`src/rtl/board_text_stream.sv`:
```
// Renders a ROWS x COLS game board as an ASCII frame on a byte-wide valid/ready stream.
// Each frame is a leading newline, then each row's cells separated by spaces and ended by a newline.
module board_text_stream #(
   parameter int          ROWS            = 3,
   parameter int          COLS            = 3,
   parameter int          CELL_W          = 2,
   parameter logic [7:0]  EMPTY_CHAR      = "_",
   parameter logic [7:0]  P1_CHAR         = "X",
   parameter logic [7:0]  P2_CHAR         = "O",
   parameter logic [7:0]  BAD_CHAR        = "?",
   parameter bit          PRINT_ON_CHANGE = 1'b0
) (
   input  logic                       clock,
   input  logic                       reset_n,
   input  logic [ROWS*COLS*CELL_W-1:0] board,
   input  logic                       start,
   output logic [7:0]                 char_data,
   output logic                       char_valid,
   input  logic                       char_ready,
   output logic                       busy,
   output logic                       frame_done,
   output logic [15:0]                frame_count
);

   localparam int R_W = (ROWS > 1) ? $clog2(ROWS) : 1;
   localparam int C_W = (COLS > 1) ? $clog2(COLS) : 1;
   localparam logic [R_W-1:0] ROW_LAST = R_W'(ROWS - 1);
   localparam logic [C_W-1:0] COL_LAST = C_W'(COLS - 1);
   localparam logic [7:0] CH_NL = 8'h0A;
   localparam logic [7:0] CH_SP = 8'h20;

   typedef enum logic [2:0] {IDLE, LEAD, CELL, SEP, EOL, DONE} state_t;

   state_t                       state;
   logic [ROWS*COLS*CELL_W-1:0]  snapshot;
   logic [R_W-1:0]               row;
   logic [C_W-1:0]               col;
   logic [R_W-1:0]               row_next;
   logic [C_W-1:0]               col_next;
   logic                         accept;
   logic                         trigger;

   function automatic logic [7:0] map_code(input logic [CELL_W-1:0] code);
      if (code == CELL_W'(0))      return EMPTY_CHAR;
      else if (code == CELL_W'(1)) return P1_CHAR;
      else if (code == CELL_W'(2)) return P2_CHAR;
      else                         return BAD_CHAR;
   endfunction

   // Glyph table padded to a power-of-two grid so row/col index it at their natural width.
   logic [7:0] glyph [2**R_W][2**C_W];

   for (genvar gr = 0; gr < 2**R_W; gr++) begin : g_row
      for (genvar gc = 0; gc < 2**C_W; gc++) begin : g_col
         if (gr < ROWS && gc < COLS) begin : g_cell
            assign glyph[gr][gc] = map_code(snapshot[(gr*COLS+gc)*CELL_W +: CELL_W]);
         end else begin : g_pad
            assign glyph[gr][gc] = 8'h00;
         end
      end
   end

   assign accept   = char_valid & char_ready;
   assign row_next = row + 1'b1;
   assign col_next = col + 1'b1;
   assign trigger  = start || (PRINT_ON_CHANGE && (board != snapshot));

   // NOTE: every register here, outputs included, is written with <= so all of them
   // see the same pre-edge values; a blocking write would leak into later reads.
   always_ff @(posedge clock) begin
      if (!reset_n) begin
         state       <= IDLE;
         // NOTE: the snapshot is reset too: change mode compares against it, so an
         // unreset snapshot would make the first frame after reset unpredictable.
         snapshot    <= '0;
         row         <= '0;
         col         <= '0;
         char_data   <= 8'h00;
         char_valid  <= 1'b0;
         busy        <= 1'b0;
         frame_done  <= 1'b0;
         frame_count <= 16'd0;
      end else begin
         frame_done <= 1'b0;
         case (state)
            IDLE: begin
               if (trigger) begin
                  snapshot   <= board;
                  row        <= '0;
                  col        <= '0;
                  state      <= LEAD;
                  char_data  <= CH_NL;
                  char_valid <= 1'b1;
                  busy       <= 1'b1;
               end
            end
            LEAD: begin
               if (accept) begin
                  state     <= CELL;
                  char_data <= glyph[R_W'(0)][C_W'(0)];
               end
            end
            CELL: begin
               if (accept) begin
                  if (col != COL_LAST) begin
                     state     <= SEP;
                     char_data <= CH_SP;
                  end else begin
                     state     <= EOL;
                     char_data <= CH_NL;
                  end
               end
            end
            SEP: begin
               if (accept) begin
                  col       <= col_next;
                  state     <= CELL;
                  char_data <= glyph[row][col_next];
               end
            end
            EOL: begin
               if (accept) begin
                  if (row != ROW_LAST) begin
                     row       <= row_next;
                     col       <= '0;
                     state     <= CELL;
                     char_data <= glyph[row_next][C_W'(0)];
                  end else begin
                     state       <= DONE;
                     char_data   <= 8'h00;
                     char_valid  <= 1'b0;
                     busy        <= 1'b0;
                     frame_done  <= 1'b1;
                     frame_count <= frame_count + 16'd1;
                  end
               end
            end
            DONE: begin
               state <= IDLE;
            end
            default: begin
               state <= IDLE;
            end
         endcase
      end
   end

endmodule

```
`config.mk`:
```
export PLATFORM = sky130hd
export DESIGN_NAME = board_text_stream
export DESIGN_NICKNAME = d
export VERILOG_FILES = /design/src/rtl/board_text_stream.sv
export SDC_FILE = /design/constraint.sdc
export NUM_CORES = 1
export LEC_CHECK = 0
export BUFFER_PORTS_ARGS = -buffer_cell sky130_fd_sc_hd__buf_2
export CAP_MARGIN = 20
export CORE_UTILIZATION = 55
export CTS_CLUSTER_DIAMETER = 80
export DETAILED_ROUTE_END_ITERATION = 12
export GPL_TIMING_DRIVEN = 0
export PLACE_DENSITY = 0.84
export SETUP_SLACK_MARGIN = 0.1
export SLEW_MARGIN = 20
export SYNTH_ARGS = -nofsm -noshare
export SYNTH_HDL_FRONTEND = slang
export SYNTH_SLANG_ARGS = --single-unit
```
`constraint.sdc`:
```
create_clock -name clock -period 2.4 [get_ports clock]
set_clock_uncertainty 0.15 [all_clocks]
set_input_delay 0.12 -clock clock [delete_from_list [all_inputs] [get_ports clock]]
set_output_delay 0.12 -clock clock [all_outputs]
set_load 0.03 [all_outputs]
```
=== Word-level counts from Yosys, hierarchy flattened ===
Cells that the tools add are included.

* Register bits: 51
* Input bits: 22
* Output and inout port bits: 27
* Word-level logic and storage cells: 137

* Add/sub/neg operators: 3
* $lt $le $gt $ge: 3
* Eq/ne operators: 32
* Muxes and demuxes: 64
* Bitwise operators: 5
* Reductions and logical operators: 22

{| class="wikitable"
|+ Operator list
! kind !! number
|-
| $mux 7 || 26
|-
| $bmux 32 s2 || 2
|-
| $mux 32 || 4
|-
| $mux 8 || 9
|-
| $pmux 8 s5 || 1
|-
| $eq 2x1->1 const B || 9
|-
| $eq 2x2->1 const B || 9
|-
| $logic_not 2->1 || 9
|-
| $mux 3 || 6
|-
| $ne 2x2->1 const B || 9
|-
| $add 16x1->16 const B || 1
|-
| $bmux 8 s2 || 1
|-
| $mux 2 || 6
|-
| $pmux 3 s4 || 1
|-
| $reduce_and 4->1 || 3
|-
| $ge 3x3->1 const B || 3
|-
| $not 2->3 || 3
|-
| $eq 3x2->1 const B || 2
|-
| $mux 6 || 1
|-
| $pmux 2 s3 || 1
|-
| $reduce_and 3->1 || 2
|-
| $reduce_and 6->1 || 1
|-
| $reduce_and 5->1 || 1
|-
| $reduce_bool 5->1 || 1
|-
| other kinds (14) || 18
|}

=== Longest topological paths before layout ===
* Depth after elaboration: 12
* Depth in mapped cells: 9
* Mapped depth without buffers: 7

=== Worst setup path before layout ===
Ideal clock, no wire load.

* Path kind: register to register
* Start: reg row[0]
* End: reg char_data[4]
* Library setup time: 0.086 ns
* Data arrival time: 1.832 ns
* Required time: 2.164 ns
* Slack: 0.333 ns
* Cell stages (with the launch flop): 10
* Path buffers: 2
* Period minus slack after synthesis: 2.067 ns
* Cells stage by stage: dfxtp_1 buf_2 inv_1 ha_1 clkbuf_1 nor3b_1 a311o_1 o21ai_0 a222oi_1 a211oi_1

* Word-level cells in the longest chain between the ends: 9
* Elaborated cells on any way between the ends: 17
* Classes of those cells: 1 x add/sub; 1 x eq/ne; 13 x mux; 2 x bitwise

{| class="wikitable"
|+ RTL lines
! item !! RTL line !! text
|-
| start: declaration || 36 || <nowiki>logic [R_W-1:0] row;</nowiki>
|-
| start signal: assignment || 124 || <nowiki>row <= row_next;</nowiki>
|-
| $not 2->3 (implied by the code) || 118 || <nowiki>char_data <= glyph[row][col_next];</nowiki>
|-
| $bmux 32 s2 || 118 ||
|-
| $mux 32 (implied by the code) (2 in series) || 118 ||
|-
| $bmux 8 s2 || 118 ||
|-
| $mux 8 (implied by the code) (2 in series) || 118 ||
|-
| $mux 8 || 115 || <nowiki>if (accept) begin</nowiki>
|-
| $pmux 8 s5 (*) || 85 || <nowiki>case (state)</nowiki>
|-
| end signal: assignment || 100 || <nowiki>char_data <= glyph[R_W'(0)][C_W'(0)];</nowiki>
|-
| end signal: assignment || 118 ||
|-
| end signal: assignment || 127 || <nowiki>char_data <= glyph[row_next][C_W'(0)];</nowiki>
|-
| end: declaration || 17 || <nowiki>output logic [7:0] char_data,</nowiki>
|}

Mark *: on every way between the ends. The rest lies on a longest branch, timed or not. The select of a mux whose other input is x is not followed.
A chain may end at the register's enable or synchronous reset.

=== Final worst setup path ===
* Start: reg col[0]
* End: reg char_data[1]

* Word-level cells in the longest chain between the ends: 7
* Elaborated cells on any way between the ends: 10
* Classes of those cells: 1 x add/sub; 1 x eq/ne; 7 x mux; 1 x bitwise

{| class="wikitable"
|+ RTL lines
! item !! RTL line !! text
|-
| start: declaration || 37 || <nowiki>logic [C_W-1:0] col;</nowiki>
|-
| start signal: assignment || 116 || <nowiki>col <= col_next;</nowiki>
|-
| $add 2x1->2 || 65 || <nowiki>assign col_next = col + 1'b1;</nowiki>
|-
| $not 2->3 (implied by the code) || 118 ||
|-
| $bmux 8 s2 || 118 ||
|-
| $mux 8 (implied by the code) (2 in series) || 118 ||
|-
| $mux 8 || 115 ||
|-
| $pmux 8 s5 (*) || 85 ||
|}

Marked as above.

==> impl_results.md <==
- Outcome: complete, no violations
- Die Width: 73.1 um
- Final worst slack: 0.145 ns
- FFs w/ async S/R, synth: 0
- Worst VDD drop: 589 uV
- Antenna violations before repair: 0
- Std cell rows: 25
- Hold Crit Class: in -> reg
- Worst EP required: 2.47 ns
- Reg2Reg Depth: 8
- Register bit count reported by yosys: 49
- CTS max path bufs: 2
- IO Count: 49
- Worst Setup End Kind: register
- Maxcap violations: 0
- H-tree levels: 2
- CP startpoint: col[0]$_SDFFE_PN0P_
- Die H: 73.1 um
- Vias per cell: 5.72
- Num CTS Buffers: 5
- Clock tree sinks: 49
- Vias: 2,865
- Vias in the first global route: 2,478
- Number of synthesized flops with an enable pin: 0
- Final GP Congestion: 0.937
- Clk pin slew, worst setup/hold paths: 0.09 ns
- Fmax: 0.443 GHz
- Die Footprint: 5350 sq um
- Hold slack: 0.0837 ns
- Register area share after synthesis: 0.353
- Post-route DRC: 0
- Worst path max stage delay: 0.37 ns
- Largest net degree at the start of global routing: 16
- Slowest CP cell: dfxtp_2
- Synth area leaders: dfxtp_1, nand2_1, a21oi_1
- Critical Path Fanout Max: 10
- Minimum clock period after layout: 2.26 ns
- Worst Setup Start Kind: register
- Critical path data arrival time: 2.32 ns
- Ordered list of cells on the worst path: buf_6, inv_1, ha_1, buf_4, a32oi_2, o211ai_1, a211o_1, a311oi_2
- Fillers: 394
- CTS tree: built
- Routed WL: 7.21 mm
- Met3 wire length: 427 um
- Worst Setup Path Type: reg -> reg
- Final max-slew violation count: 0
- Share of cells above drive strength 1: 0.196
- Port Buffers: 47
- Mux contribution to synthesized area: 0.00360
- Hold path cells: 4
- Largest family of logic cells by synthesized area: simple AND/OR/NAND/NOR gates
- Cell Area, Synth: 2780 sq um
- Pre-CTS setup slack: -0.0000819 ns
- Syn Inst Count: 358
- Hold path startpoint: char_ready
- Post-Synth Simple-Gate Area: 0.294
- Cell family with most CP delay: compound AO/OA/AOI/OAI gates
- Synth cell types: 61
- Syn_nets: 384
- Worst slew pin tran: 0.577 ns
- Synth Area per Inst: 7.77 sq um
- DR iter-0 viols: 266
- Overflow after GRT: 0
- Reg2reg start: col[0]$_SDFFE_PN0P_
- Largest area contributor in the netlist: dfxtp_1
- Main flop type after synthesis: dfxtp_1
- Core Region: 4790 sq um
- Area Overhead vs Synth: 23.5%
- Non-Filler Instances: 501
- Global-route wire length before repair: 11.6 mm
- Diode count: 0
- Highest routed layer: met4
- Pwr dens: 527 nW/um^2
- Yosys warns: 0
- Antenna-violating nets left: 0
- # nets final: 459
- Final hold vios: 0
- Final period util: 0.940
- Bufs and invs on worst path: 3
- Met2 routed WL: 3.44 mm
- Post-detailed-route wirelength per cell: 14.4 um
- Final HPWL DP: 4.96 mm
- Starting Density: 0.581
- Adder-cell share of the synthesized area: 0.0180
- R2r endpoint: char_data[1]$_SDFFE_PN0P_
- Post-synth top area share: 0.353
- Later-pin clock latency in the skew report: 0.31 ns
- Compound-Gate Fraction of Synth Area: 0.220
- Hold EP: state[1]$_SDFFE_PN0P_
- RSZ-0062 raised after global routing: no
- LEAKAGE: 1.35 nW
- Top-count cell post-synth: nand2_1
- Cells after DPL: 472
- Total GRT Usage: 0.279
- Rel. slew slack: 0.615
- Clock root buffer: clkbuf_8
- Final setup fails: 0
- Post-Route M1 WL: 3.24 mm
- Setup slack, reg-to-reg: 0.14 ns
- Pre-antenna DRT Iters: 5
- Synth top cells by count: nand2_1, dfxtp_1, a21oi_1
- Post-synthesis xor/xnor area fraction: 0.0472
-- where the power goes --
group | internal, mW | leakage, nW | total (mW) | switching (mW)
clock | 0.206 | 0.0374 | 0.491 | 0.285
sequential | 0.858 | 0.399 | 0.912 | 0.0540
combinational | 0.167 | 0.909 | 0.407 | 0.240
-- metal layers --
layer,vias to the layer above,GRT usage
li1,1417,-
met1,1336,0.372
met2,99,0.450
met3,13,0.0566
met4,0,0.0937
met5,-,0
-- worst max-delay path by stage --
stage	to	cells past startpoint
2_1_floorplan	char_data[4]$_SDFFE_PN0P_	9
6_report	char_data[1]$_SDFFE_PN0P_	8
4_1_cts	char_data[2]$_SDFFE_PN0P_	8
3_3_place_gp	frame_count[12]$_SDFFE_PN0P_	9
5_1_grt	char_data[1]$_SDFFE_PN0P_	8
3_5_place_dp	frame_count[5]$_SDFFE_PN0P_	9
-- worst min-delay path, cell delays in order --
cell     delay, ns
buf_2         0.11
nand2_1       0.13
nand2_1       0.09
a21oi_1       0.06
-- placed cells by master (no fill, tap or decap), drive strengths merged, types with 4 or more instances in the layout --
master       Yosys  layout
buf             12      61
nand2           52      52
dfxtp           49      49
a21oi           39      39
nor2            37      37
dlygate4sd3      0      19
clkbuf          13      19
xor2            14      14
nand3           14      14
inv             13      12
o21ai            9       9
and2             8       8
nand4            8       8
and3             6       6
nor2b            5       5
o211ai           5       5
a211oi           4       4
nor3b            4       4
nor3             4       4
a311oi           4       4
ha               4       4
-- timing repair --
item,in CTS,in global routing
pin swaps,0,2
gates resized for setup,5,7
hold endpoints to repair,22,0
endpoints found under the setup margin,15,11
hold buffers,19,0
buffers inserted,1,2
-- per-stage QoR --
stage | instance area [sq um] | util | TNS (ns) | total power [mW]
floorplan | 2780 | - | 0 | 1.19
global placement | 3100 | 0.648 | 0 | 1.28
detailed placement | 3100 | 0.648 | -0.0000819 | 1.30
CTS | 3390 | 0.709 | 0 | 1.80
global route | 3440 | 0.718 | 0 | 1.90
finish | 3440 | 0.718 | 0 | 1.81
-- cells by family (layout without fill, tap and decap cells) --
kind of cell | Yosys count | count (layout)
xor gates and xnor gates | 15 | 15
adders and majority gates | 4 | 4
buffers and inverters | 38 | 114
AOI/OAI and AO/OA | 92 | 92
DFF | 49 | 49
muxes | 1 | 1
and+or+nand+nor | 158 | 158
other | 1 | 1
-- layout make-up --
| cell class | count | area (sq um) | share of cell area |
|---|---|---|---|
| Clock buffer | 6 | 72.6 | 0.0211 |
| Timing Repair Buffer | 69 | 448 | 0.130 |
| Inverter | 13 | 52.6 | 0.0153 |
| Tap cell | 67 | 83.8 | 0.0244 |
| Sequential cell | 49 | 982 | 0.286 |
| Multi-Input combinational cell | 271 | 1650 | 0.479 |
| Buffer | 24 | 136 | 0.0397 |
| Clock inverter | 2 | 15.0 | 0.00437 |
-- sequential cells by signal, summed over array words and instances (netlist names) --
signal,flops
frame_count,16
frame_done,1
state,3
row,2
char_data,6
snapshot,18
busy,1
col,2
Power figures use the tool's default switching activity.
